<file path="src/rtl/segre_dtlb_ptw_if.sv">
// Memory read port between the DTLB page-table walker and the memory system.
//   mem_req_o   : PTE read request (walker -> memory)
//   mem_addr_o  : PTE physical address (walker -> memory)
//   mem_gnt_i   : request accepted this cycle (memory -> walker)
//   mem_valid_i : read data valid (memory -> walker)
//   mem_rdata_i : PTE read data (memory -> walker)
// master = walker side, slave = memory side.
interface segre_dtlb_ptw_if #(
  parameter int WORD_SIZE          = 32,
  parameter int PHYSICAL_ADDR_SIZE = 20
);
  logic                          mem_req_o;
  logic [PHYSICAL_ADDR_SIZE-1:0] mem_addr_o;
  logic                          mem_gnt_i;
  logic                          mem_valid_i;
  logic [WORD_SIZE-1:0]          mem_rdata_i;

  modport master (
    output mem_req_o, mem_addr_o,
    input  mem_gnt_i, mem_valid_i, mem_rdata_i
  );

  modport slave (
    input  mem_req_o, mem_addr_o,
    output mem_gnt_i, mem_valid_i, mem_rdata_i
  );
endinterface

</file>
<file path="src/rtl/segre_dtlb_ptw.sv">
// Data-TLB page-table walker. On a TLB miss it reads one 32-bit PTE from a
// single-level table (indexed by VPN, 4 KB pages) and returns either a refill
// (VPN -> PPN) or a fault. One walk outstanding at a time.
// Ports:
//   clock_i, rsn_i     : clock (rising edge), async active-high reset
//   miss_i, vaddr_i    : miss request and faulting virtual address
//   ptbr_i             : page-table base (bits [1:0] ignored)
//   flush_i            : abort the current walk
//   busy_o             : walker not idle
//   mem_if             : PTE read port (req/addr/gnt/valid/rdata)
//   refill_valid_o     : one-cycle refill pulse with refill_vpn_o/refill_ppn_o
//   fault_o            : one-cycle fault pulse (invalid PTE or timeout)
module segre_dtlb_ptw #(
  parameter int WORD_SIZE          = 32,
  parameter int PHYSICAL_ADDR_SIZE = 20,
  parameter int PAGE_OFFSET        = 12,
  parameter int TIMEOUT            = 64
) (
  input  logic                                  clock_i,
  input  logic                                  rsn_i,
  input  logic                                  miss_i,
  input  logic [WORD_SIZE-1:0]                  vaddr_i,
  input  logic [PHYSICAL_ADDR_SIZE-1:0]         ptbr_i,
  input  logic                                  flush_i,
  output logic                                  busy_o,
  segre_dtlb_ptw_if.master                      mem_if,
  output logic                                  refill_valid_o,
  output logic [WORD_SIZE-PAGE_OFFSET-1:0]      refill_vpn_o,
  output logic [PHYSICAL_ADDR_SIZE-PAGE_OFFSET-1:0] refill_ppn_o,
  output logic                                  fault_o
);
  localparam int VPN_W = WORD_SIZE - PAGE_OFFSET;
  localparam int PPN_W = PHYSICAL_ADDR_SIZE - PAGE_OFFSET;
  localparam int CNT_W = (TIMEOUT > 1) ? $clog2(TIMEOUT) : 1;
  localparam logic [CNT_W-1:0] CNT_LAST = CNT_W'(TIMEOUT - 1);

  typedef enum logic [2:0] {S_IDLE, S_REQ, S_WAIT, S_DONE, S_FAULT, S_DRAIN} state_t;

  state_t                        r_state, w_next;
  logic [CNT_W-1:0]              r_cnt;
  logic [VPN_W-1:0]              r_vpn;
  logic [PHYSICAL_ADDR_SIZE-1:0] r_addr;
  logic [VPN_W-1:0]              r_refill_vpn;
  logic [PPN_W-1:0]              r_refill_ppn;

  logic                          w_accept;
  logic                          w_timeout;
  logic                          w_pte_v;
  logic [VPN_W-1:0]              w_vpn;
  logic [PHYSICAL_ADDR_SIZE-1:0] w_pte_addr;
  logic                          w_busy, w_req, w_refill, w_fault;

  assign w_accept  = (r_state == S_IDLE) && miss_i && !flush_i;
  assign w_timeout = (r_cnt == CNT_LAST);
  assign w_pte_v   = mem_if.mem_rdata_i[0];
  assign w_vpn     = vaddr_i[WORD_SIZE-1:PAGE_OFFSET];
  // Base is word aligned; the sum is truncated to the physical width and wraps.
  assign w_pte_addr = {ptbr_i[PHYSICAL_ADDR_SIZE-1:2], 2'b00}
                    + {w_vpn[PHYSICAL_ADDR_SIZE-3:0], 2'b00};

  // State register
  always_ff @(posedge clock_i or posedge rsn_i) begin
    if (rsn_i) r_state <= S_IDLE;
    else       r_state <= w_next;
  end

  // Next-state logic
  always_comb begin
    w_next = r_state;
    case (r_state)
      S_IDLE:  if (w_accept) w_next = S_REQ;
      S_REQ: begin
        // A granted request always produces a response, so a flush that
        // coincides with the grant has to drain it.
        if (mem_if.mem_gnt_i)  w_next = flush_i ? S_DRAIN : S_WAIT;
        else if (flush_i)      w_next = S_IDLE;
      end
      S_WAIT: begin
        if (flush_i)                 w_next = mem_if.mem_valid_i ? S_IDLE : S_DRAIN;
        else if (mem_if.mem_valid_i) w_next = w_pte_v ? S_DONE : S_FAULT;
        else if (w_timeout)          w_next = S_FAULT;
      end
      S_DONE, S_FAULT: w_next = S_IDLE;
      S_DRAIN: if (mem_if.mem_valid_i || w_timeout) w_next = S_IDLE;
      default: w_next = S_IDLE;
    endcase
  end

  // Output decode (state only, plus flush suppression of the pulses)
  always_comb begin
    w_busy   = (r_state != S_IDLE);
    w_req    = (r_state == S_REQ);
    w_refill = (r_state == S_DONE)  && !flush_i;
    w_fault  = (r_state == S_FAULT) && !flush_i;
  end

  assign busy_o            = w_busy;
  assign mem_if.mem_req_o  = w_req;
  assign mem_if.mem_addr_o = r_addr;
  assign refill_valid_o    = w_refill;
  assign fault_o           = w_fault;
  assign refill_vpn_o      = r_refill_vpn;
  assign refill_ppn_o      = r_refill_ppn;

  // Timeout counter: restarts on every entry to WAIT or DRAIN so a drain
  // always gets a full timeout window of its own.
  always_ff @(posedge clock_i or posedge rsn_i) begin
    if (rsn_i) begin
      r_cnt <= '0;
    end else if ((w_next == S_WAIT || w_next == S_DRAIN) && (w_next != r_state)) begin
      r_cnt <= '0;
    end else if (r_state == S_WAIT || r_state == S_DRAIN) begin
      r_cnt <= r_cnt + 1'b1;
    end
  end

  // Walk context; address only moves on acceptance, so it is stable during REQ.
  always_ff @(posedge clock_i or posedge rsn_i) begin
    if (rsn_i) begin
      r_vpn  <= '0;
      r_addr <= '0;
    end else if (w_accept) begin
      r_vpn  <= w_vpn;
      r_addr <= w_pte_addr;
    end
  end

  // Refill outputs update only when a valid PTE arrives, and hold otherwise.
  always_ff @(posedge clock_i or posedge rsn_i) begin
    if (rsn_i) begin
      r_refill_vpn <= '0;
      r_refill_ppn <= '0;
    end else if (r_state == S_WAIT && w_next == S_DONE) begin
      r_refill_vpn <= r_vpn;
      r_refill_ppn <= mem_if.mem_rdata_i[PHYSICAL_ADDR_SIZE-1:PAGE_OFFSET];
    end
  end

  logic w_unused;
  assign w_unused = ^{ptbr_i[1:0], vaddr_i[PAGE_OFFSET-1:0],
                      mem_if.mem_rdata_i[WORD_SIZE-1:PHYSICAL_ADDR_SIZE],
                      mem_if.mem_rdata_i[PAGE_OFFSET-1:1]};
endmodule

</file>
<file path="src/flat_wrapper.sv">
// flat-port wrapper written by rule: the top's interface ports become plain ports
module segre_dtlb_ptw_flat 
#(
  parameter int WORD_SIZE          = 32,
  parameter int PHYSICAL_ADDR_SIZE = 20,
  parameter int PAGE_OFFSET        = 12,
  parameter int TIMEOUT            = 64
)
  (clock_i, rsn_i, miss_i, vaddr_i, ptbr_i, flush_i, busy_o, refill_valid_o, refill_vpn_o, refill_ppn_o, fault_o, mem_if_mem_req_o, mem_if_mem_addr_o, mem_if_mem_gnt_i, mem_if_mem_valid_i, mem_if_mem_rdata_i);
  segre_dtlb_ptw_if #(.WORD_SIZE(WORD_SIZE), .PHYSICAL_ADDR_SIZE(PHYSICAL_ADDR_SIZE)) mem_if_i ();
  input  logic clock_i;
  input  logic rsn_i;
  input  logic miss_i;
  input  logic [WORD_SIZE-1:0] vaddr_i;
  input  logic [PHYSICAL_ADDR_SIZE-1:0] ptbr_i;
  input  logic flush_i;
  output logic busy_o;
  output logic refill_valid_o;
  output logic [WORD_SIZE-PAGE_OFFSET-1:0] refill_vpn_o;
  output logic [PHYSICAL_ADDR_SIZE-PAGE_OFFSET-1:0] refill_ppn_o;
  output logic fault_o;
  output wire logic [$bits(mem_if_i.mem_req_o)-1:0] mem_if_mem_req_o;
  output wire logic [$bits(mem_if_i.mem_addr_o)-1:0] mem_if_mem_addr_o;
  input wire logic [$bits(mem_if_i.mem_gnt_i)-1:0] mem_if_mem_gnt_i;
  input wire logic [$bits(mem_if_i.mem_valid_i)-1:0] mem_if_mem_valid_i;
  input wire logic [$bits(mem_if_i.mem_rdata_i)-1:0] mem_if_mem_rdata_i;
  assign mem_if_mem_req_o = mem_if_i.mem_req_o;
  assign mem_if_mem_addr_o = mem_if_i.mem_addr_o;
  assign mem_if_i.mem_gnt_i = mem_if_mem_gnt_i;
  assign mem_if_i.mem_valid_i = mem_if_mem_valid_i;
  assign mem_if_i.mem_rdata_i = mem_if_mem_rdata_i;
  segre_dtlb_ptw #(.WORD_SIZE(WORD_SIZE), .PHYSICAL_ADDR_SIZE(PHYSICAL_ADDR_SIZE), .PAGE_OFFSET(PAGE_OFFSET), .TIMEOUT(TIMEOUT)) u_core (.clock_i(clock_i), .rsn_i(rsn_i), .miss_i(miss_i), .vaddr_i(vaddr_i), .ptbr_i(ptbr_i), .flush_i(flush_i), .busy_o(busy_o), .mem_if(mem_if_i), .refill_valid_o(refill_valid_o), .refill_vpn_o(refill_vpn_o), .refill_ppn_o(refill_ppn_o), .fault_o(fault_o));
endmodule
</file>
<file path="config.mk">
export PLATFORM = sky130hd
export DESIGN_NAME = segre_dtlb_ptw_flat
export DESIGN_NICKNAME = d
export VERILOG_FILES = /design/src/rtl/segre_dtlb_ptw_if.sv /design/src/rtl/segre_dtlb_ptw.sv /design/src/flat_wrapper.sv
export SDC_FILE = /design/constraint.sdc
export NUM_CORES = 1
export LEC_CHECK = 0
export ABC_CLOCK_PERIOD_IN_PS = 2800
export CORE_MARGIN = 1.5
export CORE_UTILIZATION = 45
export DETAILED_ROUTE_END_ITERATION = 8
export GPL_ROUTABILITY_DRIVEN = 0
export HOLD_SLACK_MARGIN = 0.02
export PLACE_DENSITY = 0.79
export SLEW_MARGIN = 10
export SYNTH_ARGS = -nofsm -noshare
export SYNTH_HDL_FRONTEND = slang
export SYNTH_SLANG_ARGS = --single-unit
</file>
<file path="constraint.sdc">
create_clock -name clock_i -period 2.8 [get_ports clock_i]
set_input_delay 0.56 -clock clock_i [delete_from_list [all_inputs] [get_ports clock_i]]
set_output_delay 0.56 -clock clock_i [all_outputs]
set_load 0.01 [all_outputs]
</file>
==> results.ini <==
[run_status]
status=finished clean

[clock_tree]
clockBufferDepth=2
ctsHtreeMaxLevel=3
insertion_delay_ns=0.34
clk_pin_slew_ns=0.08
tritoncts=done
cts-hold-fix-buffers=0
cts_resized=0
cts_sinks=75
numCtsBuffers=9
post_cts_buffers=0
cts_root_buffer=clkbuf_8

[synth]
async_flop_share_pct=100
yosysWarnings=0
synth_top_area_cell=dfrtp_1
yosysUniqueCellTypes=57
syn_area_mm2=0.00397
synth_top_cells_by_count=nand2_1 (90), dfrtp_1 (75), mux2_4 (20), o21ai_0 (19), ha_1 (18)
ys.flop_type=dfrtp_1
ys_ff_latch=75
synth-seq-area-share_pct=47.3
synth_edf_count=0
syn_avg_cell_area_um2=10.5
netlist_instances=378
synth.most_common_cell=nand2_1
synthTopCellsByArea=dfrtp_1 (47%), nand2_1 (8.5%), mux2_4 (7.6%)
synth_top_area_share_pct=47.3

[route]
wirelength_mm=9.12
via_per_inst=5.15
ant_nets=0
drc_errors=0
drtPass1Iterations=5
drt_first_iter_violations=132
vias=3141
wl_per_cell_um=15.0

[worst_setup_path]
crit_path_start_kind=input pin
critPathSlowestCell=clkdlybuf4s50_1
path_buf_inv=3
crit_arrival_ns=2.90
crit_chain=clkdlybuf4s50_1 -> ha_1 -> inv_1 -> fa_1 -> nor2b_4 -> o31a_1 -> o31a_4 -> o2111ai_4 -> a21oi_2 -> buf_4 -> o31ai_1
critPathCaptureType=flip-flop
critPathTopFamily=compound AO/OA/AOI/OAI gates
crit_type=in2reg
worst-path-max-fanout=5
required_ns=3.04
r2r_start=u_core.r_cnt[0]$_DFFE_PP0P_
path_depth=11
reg2regPathDepth=8
max_stage_delay_ns=0.42
startpoint=vaddr_i[12]

[timing]
final.setup.tns_ns=0
setup_viol=0
finClkSkew_ns=0.0116
fin_crit_sh_pct=95.0
fmax_mhz=376
final.min_clock_period_ns=2.66
hold_viol=0
rsz0062_at_grt=no
timing.hold.ws_ns=0.477
timing.final.ws_setup_ns=0.140
slew_viol_final=0

[power]
vdd_drop_max_v=0.000385
power_mw=4.60
p_leak_nw=2.57
power_density_mw_per_mm2=847

[placement]
io_buffers=102
dp_cells=594
dp_hpwl_mm=6.71
dpl_cell_area_mm2=0.00524
dp_slack_ns=-0.206

[cells_and_area]
instances_no_fill=610
synthToLayoutAreaGrowth_pct=36.9
diodes=0
design_area_mm2=0.00543
fin_nets=606
drive_gt1_share_pct=15.3
fin_util_pct=62.9

[floorplanning]
die_w_um=96.9
fp.dieH_um=96.9
design.die.area_mm2=0.00939
rows=34
core_mm2=0.00864
ios=142
start_util_pct=45.9

[hold_path]
hold_depth=2
min_path_type=reg2reg
hp-start=u_core.r_vpn[8]$_DFFE_PP0P_

[grt]
grt_max_degree=76
grt_antenna_before_repair=0
grt_pass1_vias=3190
grt_pass1_wl_mm=15.5
track_usage_pct=20.5
grt_overflow=0

[job]
maxCapViolations=0

[metal layers]
| metal | track usage (%) | routed length, µm |
|---|---|---|
| met5 | 0 | 0 |
| met4 | 8.25 | 235 |
| met3 | 4.12 | 289 |
| met2 | 33.7 | 4550 |
| met1 | 26.4 | 4040 |
[final cells by class]
class	count	area, µm²
Clock inverter	5	63.8
Fill cell	701	3200
Tap cell	108	135
Sequential cell	75	1880
Multi-Input combinational cell	281	1990
Timing Repair Buffer	122	1210
Clock buffer	11	131
Inverter	8	30.0
[tightest hold or removal path: stages, from the launching register on]
cell	delay (ns)
dfrtp_1	0.34
nand2_1	0.05
nand2_1	0.05
[final timing paths]
check	to	slack (ns)
max	u_core.mem_if.mem_addr_o[16]$_DFFE_PP0P_	0.14
max reg2reg	u_core.refill_vpn_o[5]$_DFFE_PP0P_	0.58
min	u_core.r_vpn[8]$_DFFE_PP0P_	0.48
max in group asynchronous	u_core.r_vpn[12]$_DFFE_PP0P_	1.87
min reg2reg	u_core.r_vpn[8]$_DFFE_PP0P_	0.48
min in group asynchronous	u_core.refill_ppn_o[6]$_DFFE_PP0P_	0.61
[state kept, by name, indices dropped and copies added (netlist names)]
register / cells
u_core.refill_ppn_o: 8
u_core.r_vpn: 20
u_core.refill_vpn_o: 20
u_core.r_cnt: 6
u_core.r_state: 3
u_core.mem_if.mem_addr_o: 18
[layout by cell type (no fill, tap or decap), types with 5 or more instances in the layout]
| master | count |
|---|---|
| clkdlybuf4s50_1 | 102 |
| nand2_1 | 90 |
| nand2b_1 | 5 |
| nor3_1 | 5 |
| clkbuf_8 | 9 |
| inv_1 | 7 |
| xnor2_1 | 9 |
| a21oi_1 | 13 |
| mux2_4 | 20 |
| nor2_1 | 12 |
| dfrtp_1 | 75 |
| xor2_1 | 11 |
| buf_4 | 17 |
| o21ai_1 | 6 |
| mux2_2 | 9 |
| o21ai_0 | 19 |
| ha_1 | 18 |
| a21o_1 | 6 |
[logic make-up after synthesis]
| kind of cell | count (synthesis) | synth area share [%] |
|---|---|---|
| xor+xnor | 20 | 4.42 |
| compound gates | 73 | 13.1 |
| other cells | 1 | 0.0945 |
| buf+inv | 23 | 2.90 |
| simple gates | 137 | 15.6 |
| flops | 75 | 47.3 |
| fa+ha+maj | 19 | 6.18 |
| mux | 30 | 10.4 |
[where the power goes]
| group | total, mW | internal [mW] | switching [mW] |
|---|---|---|---|
| logic | 1.94 | 1.13 | 0.812 |
| registers | 1.83 | 1.54 | 0.293 |
| clock network | 0.825 | 0.417 | 0.408 |
(Power assumes the default switching activity.)
